$ cat config.mk
export PLATFORM = sky130hd
export DESIGN_NAME = hop_table_sequencer
export DESIGN_NICKNAME = d
export VERILOG_FILES = /design/src/rtl/hop_table_sequencer.sv
export SDC_FILE = /design/constraint.sdc
export NUM_CORES = 1
export LEC_CHECK = 0
export ABC_CLOCK_PERIOD_IN_PS = 6800
export BUFFER_PORTS_ARGS = -buffer_cell sky130_fd_sc_hd__buf_2
export CORE_UTILIZATION = 25
export CTS_CLUSTER_SIZE = 24
export DETAILED_ROUTE_END_ITERATION = 12
export PLACE_DENSITY = 0.41
export SLEW_MARGIN = 20
export SYNTH_ARGS = -nofsm -noshare
export SYNTH_HDL_FRONTEND = slang
export SYNTH_SLANG_ARGS = --single-unit
$ cat constraint.sdc
create_clock -name ctrlport_clk -period 6.8 [get_ports ctrlport_clk]
set_input_delay 1.36 -clock ctrlport_clk [delete_from_list [all_inputs] [get_ports ctrlport_clk]]
set_output_delay 1.36 -clock ctrlport_clk [all_outputs]
set_load 0.1 [all_outputs]
$ cat src/rtl/hop_table_sequencer.sv
// Frequency-hop table sequencer: plays a programmable table of phase words out as
// CtrlPort writes with a fixed dwell between hops. Optional macro: HOP_SEQ_ONESHOT_EN.
module hop_table_sequencer #(
   parameter int          TABLE_AW      = 4,
   parameter int          PHASE_W       = 32,
   parameter int          DWELL_W       = 24,
   parameter logic [19:0] TARGET_ADDR   = 20'd132,
   parameter logic [9:0]  TARGET_PORTID = 10'd2,
   parameter int          ACK_TIMEOUT   = 64
) (
   input  logic                ctrlport_clk,
   input  logic                ctrlport_rst,
   input  logic                i_tbl_wr_en,
   input  logic [TABLE_AW-1:0] i_tbl_wr_addr,
   input  logic [PHASE_W-1:0]  i_tbl_wr_data,
   input  logic [TABLE_AW:0]   i_cfg_len,
   input  logic [DWELL_W-1:0]  i_cfg_dwell,
   input  logic                i_start,
   input  logic                i_stop,
   output logic                o_req_wr,
   output logic                o_req_rd,
   output logic [19:0]         o_req_addr,
   output logic [9:0]          o_req_portid,
   output logic [31:0]         o_req_data,
   input  logic                i_resp_ack,
   output logic                o_busy,
   output logic [TABLE_AW-1:0] o_hop_index,
   output logic [15:0]         o_hop_count,
   output logic                o_err_timeout,
   output logic                o_err_overrun,
   output logic                o_done
);

   localparam int                DEPTH     = 2**TABLE_AW;
   localparam int                TMO_W     = $clog2(ACK_TIMEOUT);
   localparam logic [TABLE_AW:0] DEPTH_L   = (TABLE_AW+1)'(DEPTH);
   localparam logic [DWELL_W-1:0] DWELL_MIN = DWELL_W'(4);
   localparam logic [TMO_W-1:0]  TMO_LOAD  = TMO_W'(ACK_TIMEOUT-1);

`ifdef HOP_SEQ_ONESHOT_EN
   localparam logic ONESHOT = 1'b1;
`else
   localparam logic ONESHOT = 1'b0;
`endif

   typedef enum logic [1:0] {
      S_IDLE  = 2'd0,
      S_LOAD  = 2'd1,
      S_ISSUE = 2'd2,
      S_WAIT  = 2'd3
   } state_t;

   state_t               r_state;
   state_t               w_state_nxt;
   logic [PHASE_W-1:0]   r_table [DEPTH];
   logic [PHASE_W-1:0]   r_nxt;
   logic [TABLE_AW-1:0]  r_idx;
   logic [TABLE_AW:0]    r_last_idx;
   logic [DWELL_W-1:0]   r_dwell;
   logic [DWELL_W-1:0]   r_period;
   logic [TMO_W-1:0]     r_tmo;
   logic                 r_acked;
   logic                 r_stop_pending;
   logic                 r_last_hop;
   logic                 r_req_wr;
   logic [31:0]          r_req_data;
   logic                 r_busy;
   logic [TABLE_AW-1:0]  r_hop_index;
   logic [15:0]          r_hop_count;
   logic                 r_err_timeout;
   logic                 r_err_overrun;
   logic                 r_done;

   logic                 w_period_zero;
   logic                 w_tmo_zero;
   logic                 w_acked;
   logic                 w_timeout_hit;
   logic                 w_overrun_hit;
   logic                 w_stop_req;
   logic                 w_done;
   logic                 w_start_take;
   logic                 w_issue_next;
   logic [TABLE_AW:0]    w_last_idx_cfg;
   logic [DWELL_W-1:0]   w_dwell_cfg;
   logic [TABLE_AW-1:0]  w_idx_inc;
   logic [PHASE_W-1:0]   w_issue_word;

   assign o_req_wr      = r_req_wr;
   assign o_req_rd      = 1'b0;
   assign o_req_addr    = TARGET_ADDR;
   assign o_req_portid  = TARGET_PORTID;
   assign o_req_data    = r_req_data;
   assign o_busy        = r_busy;
   assign o_hop_index   = r_hop_index;
   assign o_hop_count   = r_hop_count;
   assign o_err_timeout = r_err_timeout;
   assign o_err_overrun = r_err_overrun;
   assign o_done        = r_done;

   assign w_period_zero = (r_period == {DWELL_W{1'b0}});
   assign w_tmo_zero    = (r_tmo == {TMO_W{1'b0}});
   // A hop counts as acked on a real ack or once its ack window has run out
   assign w_acked       = r_acked | i_resp_ack | w_tmo_zero;
   assign w_timeout_hit = (r_state == S_WAIT) & ~r_acked & ~i_resp_ack & w_tmo_zero;
   assign w_stop_req    = r_stop_pending | i_stop;
   assign w_start_take  = (r_state == S_IDLE) & (w_state_nxt == S_LOAD);
   assign w_issue_next  = (w_state_nxt == S_ISSUE);
   assign w_idx_inc     = ({1'b0, r_idx} == r_last_idx) ? {TABLE_AW{1'b0}} : r_idx + TABLE_AW'(1);
   assign w_dwell_cfg   = (i_cfg_dwell < DWELL_MIN) ? DWELL_MIN : i_cfg_dwell;
   // Entry 0 is fetched straight from the table when leaving LOAD
   assign w_issue_word  = (r_state == S_LOAD) ? r_table[r_idx] : r_nxt;

   // Clamp the lap length to 1..DEPTH and keep it as a last index
   always_comb begin
      w_last_idx_cfg = {(TABLE_AW+1){1'b0}};
      if (i_cfg_len == {(TABLE_AW+1){1'b0}}) begin
         w_last_idx_cfg = {(TABLE_AW+1){1'b0}};
      end else if (i_cfg_len > DEPTH_L) begin
         w_last_idx_cfg = DEPTH_L - (TABLE_AW+1)'(1);
      end else begin
         w_last_idx_cfg = i_cfg_len - (TABLE_AW+1)'(1);
      end
   end

   // Next-state and per-cycle event decode
   always_comb begin
      w_state_nxt   = r_state;
      w_done        = 1'b0;
      w_overrun_hit = 1'b0;
      case (r_state)
         S_IDLE: begin
            if (i_start && !i_stop) begin
               w_state_nxt = S_LOAD;
            end else begin
               w_state_nxt = S_IDLE;
            end
         end
         S_LOAD: begin
            if (i_stop) begin
               w_state_nxt = S_IDLE;
            end else begin
               w_state_nxt = S_ISSUE;
            end
         end
         S_ISSUE: begin
            w_state_nxt = S_WAIT;
         end
         S_WAIT: begin
            if (w_period_zero && w_acked) begin
               if (w_stop_req || (ONESHOT && r_last_hop)) begin
                  w_state_nxt = S_IDLE;
                  w_done      = ONESHOT & r_last_hop;
               end else begin
                  w_state_nxt = S_ISSUE;
               end
            end else if (w_period_zero) begin
               w_overrun_hit = 1'b1;
            end else begin
               w_state_nxt = S_WAIT;
            end
         end
         default: begin
            w_state_nxt = S_IDLE;
         end
      endcase
   end

   // Hop table storage, writable in every state
   always_ff @(posedge ctrlport_clk) begin
      if (ctrlport_rst) begin
         for (int i = 0; i < DEPTH; i++) begin
            r_table[i] <= {PHASE_W{1'b0}};
         end
      end else if (i_tbl_wr_en) begin
         r_table[i_tbl_wr_addr] <= i_tbl_wr_data;
      end
   end

   // Sequencer state, counters and registered outputs
   always_ff @(posedge ctrlport_clk) begin
      if (ctrlport_rst) begin
         r_state        <= S_IDLE;
         r_nxt          <= {PHASE_W{1'b0}};
         r_idx          <= {TABLE_AW{1'b0}};
         r_last_idx     <= {(TABLE_AW+1){1'b0}};
         r_dwell        <= DWELL_MIN;
         r_period       <= {DWELL_W{1'b0}};
         r_tmo          <= {TMO_W{1'b0}};
         r_acked        <= 1'b0;
         r_stop_pending <= 1'b0;
         r_last_hop     <= 1'b0;
         r_req_wr       <= 1'b0;
         r_req_data     <= 32'd0;
         r_busy         <= 1'b0;
         r_hop_index    <= {TABLE_AW{1'b0}};
         r_hop_count    <= 16'd0;
         r_err_timeout  <= 1'b0;
         r_err_overrun  <= 1'b0;
         r_done         <= 1'b0;
      end else begin
         r_state  <= w_state_nxt;
         r_busy   <= (w_state_nxt != S_IDLE) || (r_state != S_IDLE);
         r_req_wr <= w_issue_next;
         r_done   <= w_done;

         if (r_state == S_IDLE) begin
            r_stop_pending <= 1'b0;
         end else if (i_stop) begin
            r_stop_pending <= 1'b1;
         end

         if (r_state == S_ISSUE) begin
            r_nxt <= r_table[r_idx];
         end

         if (w_start_take) begin
            r_last_idx    <= w_last_idx_cfg;
            r_dwell       <= w_dwell_cfg;
            r_idx         <= {TABLE_AW{1'b0}};
            r_hop_count   <= 16'd0;
            r_err_timeout <= 1'b0;
            r_err_overrun <= 1'b0;
         end else begin
            if (w_timeout_hit) begin
               r_err_timeout <= 1'b1;
            end
            if (w_overrun_hit) begin
               r_err_overrun <= 1'b1;
            end
         end

         // Dwell and ack window both start on the edge that enters ISSUE
         if (w_issue_next) begin
            r_req_data  <= 32'(w_issue_word);
            r_hop_index <= r_idx;
            r_hop_count <= r_hop_count + 16'd1;
            r_idx       <= w_idx_inc;
            r_last_hop  <= ({1'b0, r_idx} == r_last_idx);
            r_period    <= r_dwell - DWELL_W'(1);
            r_tmo       <= TMO_LOAD;
            r_acked     <= 1'b0;
         end else if ((r_state == S_ISSUE) || (r_state == S_WAIT)) begin
            if (!w_period_zero) begin
               r_period <= r_period - DWELL_W'(1);
            end
            if (!w_tmo_zero) begin
               r_tmo <= r_tmo - TMO_W'(1);
            end
            if ((r_state == S_WAIT) && w_acked) begin
               r_acked <= 1'b1;
            end
         end
      end
   end

endmodule

# Yosys cells after proc, flatten, opt, wreduce, memory -nomap -nowiden
# Memories as Yosys holds them, arrays and structs flattened. A register that Yosys moved wholly into a read port is not among the register bits.
# Cells that the tools add are included.
# word_totals
elab_cells	97
memories	1
mem_bits_rw	512
out_inout_bits	88
register_bits	155
# mem_list
name	words	width	read_ports	rd_clocked_by_memory_dff	wr	line	source
r_table	16	32	1	1	16	55	logic [PHASE_W-1:0] r_table [DEPTH];
# op_classes
n_mux	34
add_sub_neg	6
eq_ne	8
reduce_logical	21
bitwise_logic	9
n_lt_le_gt_ge	2
# ops
cell	count
$mux 24	4
$mux 32	2
$sub 24x1->24 const B	2
$mux 16	2
$reduce_or 32->1	1
$logic_not 24->1	1
$lt 24x3->1 const B	1
$mux 4	6
$mux 6	3
$add 16x1->16 const B	1
$mux 1	10
$mux 5	2
$mux 2	4
$pmux 2 s4	1
$reduce_bool 2->1	4
$eq 2x2->1 const B	3
$logic_not 6->1	1
$reduce_and 2->1	3
$reduce_or 2->1	3
$sub 6x1->6 const B	1
$eq 4x5->1	1
$gt 5x5->1 const B	1
$logic_not 5->1	1
$sub 5x1->5 const B	1
10 further kinds	21

# Longest topological paths before layout
# depth
word_depth	11
ltp_mapped	16

# Worst setup path before layout
# OpenSTA, ideal clock, no wires.
# synth_path
path_kind	input port to flip-flop
startpoint	input port i_stop
endpoint	register r_period[22]
setup_slack_ns	2.341
required_ns	6.709
cell_stages	12
path_buffers	2
arrival_time_ns	4.368
setup_ns	0.091
path_cell_list	a211oi_1 > nand2_1 > clkbuf_1 > mux2i_1 > ha_1 > clkbuf_1 > nor3b_1 > nand4b_1 > nor4b_1 > xor2_1 > nor2_1 > a311oi_1
# synth_between
elab_chain_cells	7
word_cells_on_any_way	13
classes_between	2 x eq/ne; 6 x mux; 1 x bitwise; 4 x reduce/logical
# synth_lines
item	line	source
start: declaration	19	input logic i_stop,
$or 1x1->1 or $logic_not 1->1 (tied branches)	105, 132	
$mux 2 or $logic_and 1x1->1 (tied branches)	150, 132	
$mux 2 or $mux 1 (tied branches)	149, 132	
$pmux 2 s4 (*)	130	case (r_state)
$eq 2x2->1 (*)	107	assign w_issue_next = (w_state_nxt == S_ISSUE);
$ne 2x1->1 (no line) or $reduce_bool 2->1 (tied branches)	n/a	
$reduce_and 2->1 (no line)	n/a	
end signal: assignment	187	r_period <= {DWELL_W{1'b0}};
end signal: assignment	239	r_period <= r_dwell - DWELL_W'(1);
end signal: assignment	244	r_period <= r_period - DWELL_W'(1);
end: declaration	60	logic [DWELL_W-1:0] r_period;
# Every way passes the cells marked *; elsewhere a longest branch is shown, timed or not.
# A chain may end at the register's enable or synchronous reset.

# Worst setup path after layout
# layout_path
startpoint	register r_period[2]
endpoint	register r_period[22]
# layout_between
elab_chain_cells	7
word_cells_on_any_way	13
classes_between	1 x add/sub; 2 x eq/ne; 6 x mux; 4 x reduce/logical
# layout_lines
item	line	source
$logic_not 24->1	100	assign w_period_zero = (r_period == {DWELL_W{1'b0}});
$mux 2 or $logic_and 1x1->1 (tied branches)	156, 149	
$mux 2	149	if (w_period_zero && w_acked) begin
$pmux 2 s4	130	
$eq 2x2->1	107	
$ne 2x1->1 (no line) or $reduce_bool 2->1 (tied branches)	n/a	
$reduce_and 2->1 (no line)	n/a	
# Several ways; a longest one is shown, not always the timed one. The select of a mux whose other input is x is not followed.

==> results.tsv <==
stage	metric	value	unit
outcome	outcome	completed	
layout	postLayoutCoreUtil	29.11	%
route	wl_per_cell	22.76	microns
clock_tree	clock_sinks	671	
worst_setup_path	r2r_cells	13	
clock_tree	cts_made_buffers	77	
grt	grt_start_max_net_pins	129	
timing	skew	0.02813	ns
layout	fin_cells	3986	
floorplan	rows	127	
worst_hold_path	worstHoldStart	r_nxt[27]	
worst_setup_path	path_max_fanout	42	
worst_hold_path	holdCritPathClass	flop to flop	
route	wl	90.73	mm
timing	tns	0	ns
clock_tree	clockBufferDepth	3	
layout	final_area	0.03497	sq mm
placed_design	place.gp.congestion	0.7904	
timing	hold_violations	0	
timing	drv_slew	0	
timing	fin_crit	4.862	ns
worst_setup_path	critPathSlowestCell	o31ai_4	
clock_tree	cts_tree	yes	
power	p_leak	11.67	nW
layout	drive_gt1_share	19.87	%
layout	fillers	12240	
layout	area_delta_synth_final	15.42	%
floorplan	core_area	0.1201	sq mm
layout	nets	2386	
floorplan	die-area	0.1226	sq mm
power	cellPowerDensity	280.6	mW/mm^2
yosys	synth_ff_type	edfxtp_1	
floorplan	ios	159	
grt	overflow	0	
grt	first_global_vias	18220	
floorplan	start_util	25.22	%
grt	grt.total_usage	14.68	%
placed_design	io_buffers	126	
grt	grt_pass1_wl	130.3	mm
yosys	ys_async_sr_fraction	0	%
worst_setup_path	crit_cells	13	
yosys	synth_edf_count	512	
yosys	yosys_register_bits	671	
route	drt_first_pass_iters	5	
yosys	synth_cell_types	64	
floorplan	fp.dieW	350.1	microns
timing	finalCritPeriodShare	71.50	%
route	ant_nets	0	
worst_setup_path	rr_startpoint	r_period[2]	
yosys	ys_warn_count	0	
clock_tree	clockRootBuffer	clkbuf_16	
worst_setup_path	critPathKind	flop to flop	
worst_setup_path	worstPathRequired	7.32	ns
worst_hold_path	hold_depth	2	
placed_design	dp.final_hpwl	56.56	mm
clock_tree	post_cts_buffers	0	
timing	worst_slew_pin_slew	1.110	ns
yosys	syn_avg_cell_area	13.42	sq um
clock_tree	h-tree-depth	3	
timing	setup_viol	0	
worst_setup_path	slowest_delay	0.60	ns
grt	antenna_found_initial	15	
yosys	ys_seq_area_share	61.25	%
timing	rsz0062_at_grt	no	
floorplan	die_h	350.1	microns
timing	relSlewSlack	25.57	%
clock_tree	worst_skew_pair.late_latency	0.64	ns
route	vias	18320	
yosys	synth.cell_area	0.03030	sq mm
worst_setup_path	critical-path-top-delay-family	simple AND/OR/NAND/NOR gates	
timing	fmax	205.7	MHz
run	maxCapViolCount	0	
worst_setup_path	startpoint	r_period[2]	
worst_setup_path	cp.arrival	5.38	ns
placed_design	dp_cells	3843	
placed_design	place_area	0.03251	sq mm
worst_setup_path	end_kind	flop	
power	ir_drop	0.1679	mV
route	initialDrtViolationCount	1411	
worst_setup_path	critPathBufInv	1	
route	remaining_drc_errors	0	
worst_setup_path	path_cells	nor4_1 -> nand4_1 -> o31ai_4 -> nand2_1 -> buf_4 -> mux2i_1 -> ha_1 -> nor3b_1 -> nand4b_1 -> nor4b_1 -> xor2_1 -> nor2_1 -> a311oi_1	
clock_tree	cts_resized	0	
worst_setup_path	worstSetupStartpointType	flop	
clock_tree	clk_pin_slew_worst_paths	0.06	ns
yosys	synthesis.instances	2258	
clock_tree	hold_buffers	0	
route	vias_per_cell	4.595	
## cell type report
type / instances / area, sq um / share of cell area [%]
Clock inverter: 38 / 361.6 / 1.034
Multi-Input combinational cell: 1398 / 11030 / 31.53
Sequential cell: 671 / 18570 / 53.10
Tap cell: 1612 / 2017 / 5.767
Inverter: 13 / 48.80 / 0.1395
Timing Repair Buffer: 149 / 847.1 / 2.422
Antenna cell: 3 / 7.507 / 0.02147
Clock buffer: 102 / 2093 / 5.985
## per-stage QoR
stage / setup WS (ns) / hold slack [ns] / total power, mW
final: 1.938 / 0.4531 / 9.813
after floorplan: 2.341 / 0.4313 / 5.480
after CTS: 2.004 / 0.4544 / 9.937
after detailed placement: 1.618 / 0.4468 / 5.832
after global routing: 1.377 / 0.4755 / 10.17
after global placement: 1.675 / 0.4410 / 5.817
## synthesized netlist by cell type, drive strengths merged (22+ instances only)
cell type    n  share of area (%)
clkbuf     148                1.8
and2       516                 11
edfxtp     512                 51
dfxtp      159                 11
nor2       109                1.4
xnor2       22               0.64
buf         58                1.2
a311oi      41                1.2
mux4       160                 12
a21oi       74                1.2
nand2      176                2.2
nor3        34               0.58
## layer usage
layer | GRT usage, % | share of wire [%] | vias up
li1 | - | - | 8296
met1 | 20.06 | 46 | 9409
met2 | 23.42 | 46 | 508
met3 | 3.520 | 6.3 | 99
met4 | 3.267 | 1.7 | 4
met5 | 0 | 0.030 | -
## worst register-to-register path: cells and delay by family, from the launching register on
family	cells	cell delay, ns
compound gates	2	0.85
xor+xnor	1	0.20
fa+ha+maj	1	0.42
buf+inv	1	0.28
flops	1	0.37
mux	1	0.26
simple gates	7	2.36
## cell families after synthesis
| logic type | count (synthesis) | synth area share, % |
|---|---|---|
| other cells | 2 | 0.02479 |
| buf+inv | 219 | 3.180 |
| fa+ha+maj | 6 | 0.2395 |
| mux | 169 | 12.21 |
| compound gates | 189 | 4.319 |
| xor+xnor | 42 | 1.214 |
| simple gates | 960 | 17.57 |
| flops | 671 | 61.25 |
## placed cells by master, fill, tap and decap left out, types with 9 or more instances in the layout
cell,instances
and2_1,516
edfxtp_1,512
nand2_1,176
mux4_2,160
dfxtp_1,155
buf_2,125
nor2_1,93
clkbuf_16,79
a21oi_1,74
a311oi_1,40
conb_1,32
nor3_1,27
xnor2_1,22
xor2_1,20
clkbuf_1,20
buf_4,20
a211oi_1,19
nor4_1,19
or2_2,16
a22o_1,16
or3_1,15
clkinv_1,15
nand3_1,14
inv_1,13
nor2_4,13
o21ai_0,11
nand2b_1,10
nand4_1,9
or4_1,9
clkinv_2,9
## where the power goes
part	internal, mW	switching (mW)
logic	0.279	0.704
clock network	2.33	1.75
registers	4.64	0.111
## sequential cells by signal, indices dropped and copies added, names as in the netlist, named ones only
name            flops
o_busy              1
o_err_overrun       1
o_err_timeout       1
o_hop_count        16
o_hop_index         4
o_req_data         32
o_req_wr            1
r_acked             1
r_dwell            24
r_idx               4
r_last_idx          5
r_nxt              32
r_period           24
r_state             2
r_stop_pending      1
r_table           512
r_tmo               6
## worst paths after layout
check                 endpoint  slack (ns)
setup / recovery  r_period[22]        1.94
hold / removal       r_nxt[27]        0.45
setup reg to reg  r_period[22]        1.94
hold reg to reg      r_nxt[27]        0.45
Note: power is estimated with default switching activity, not from simulation.
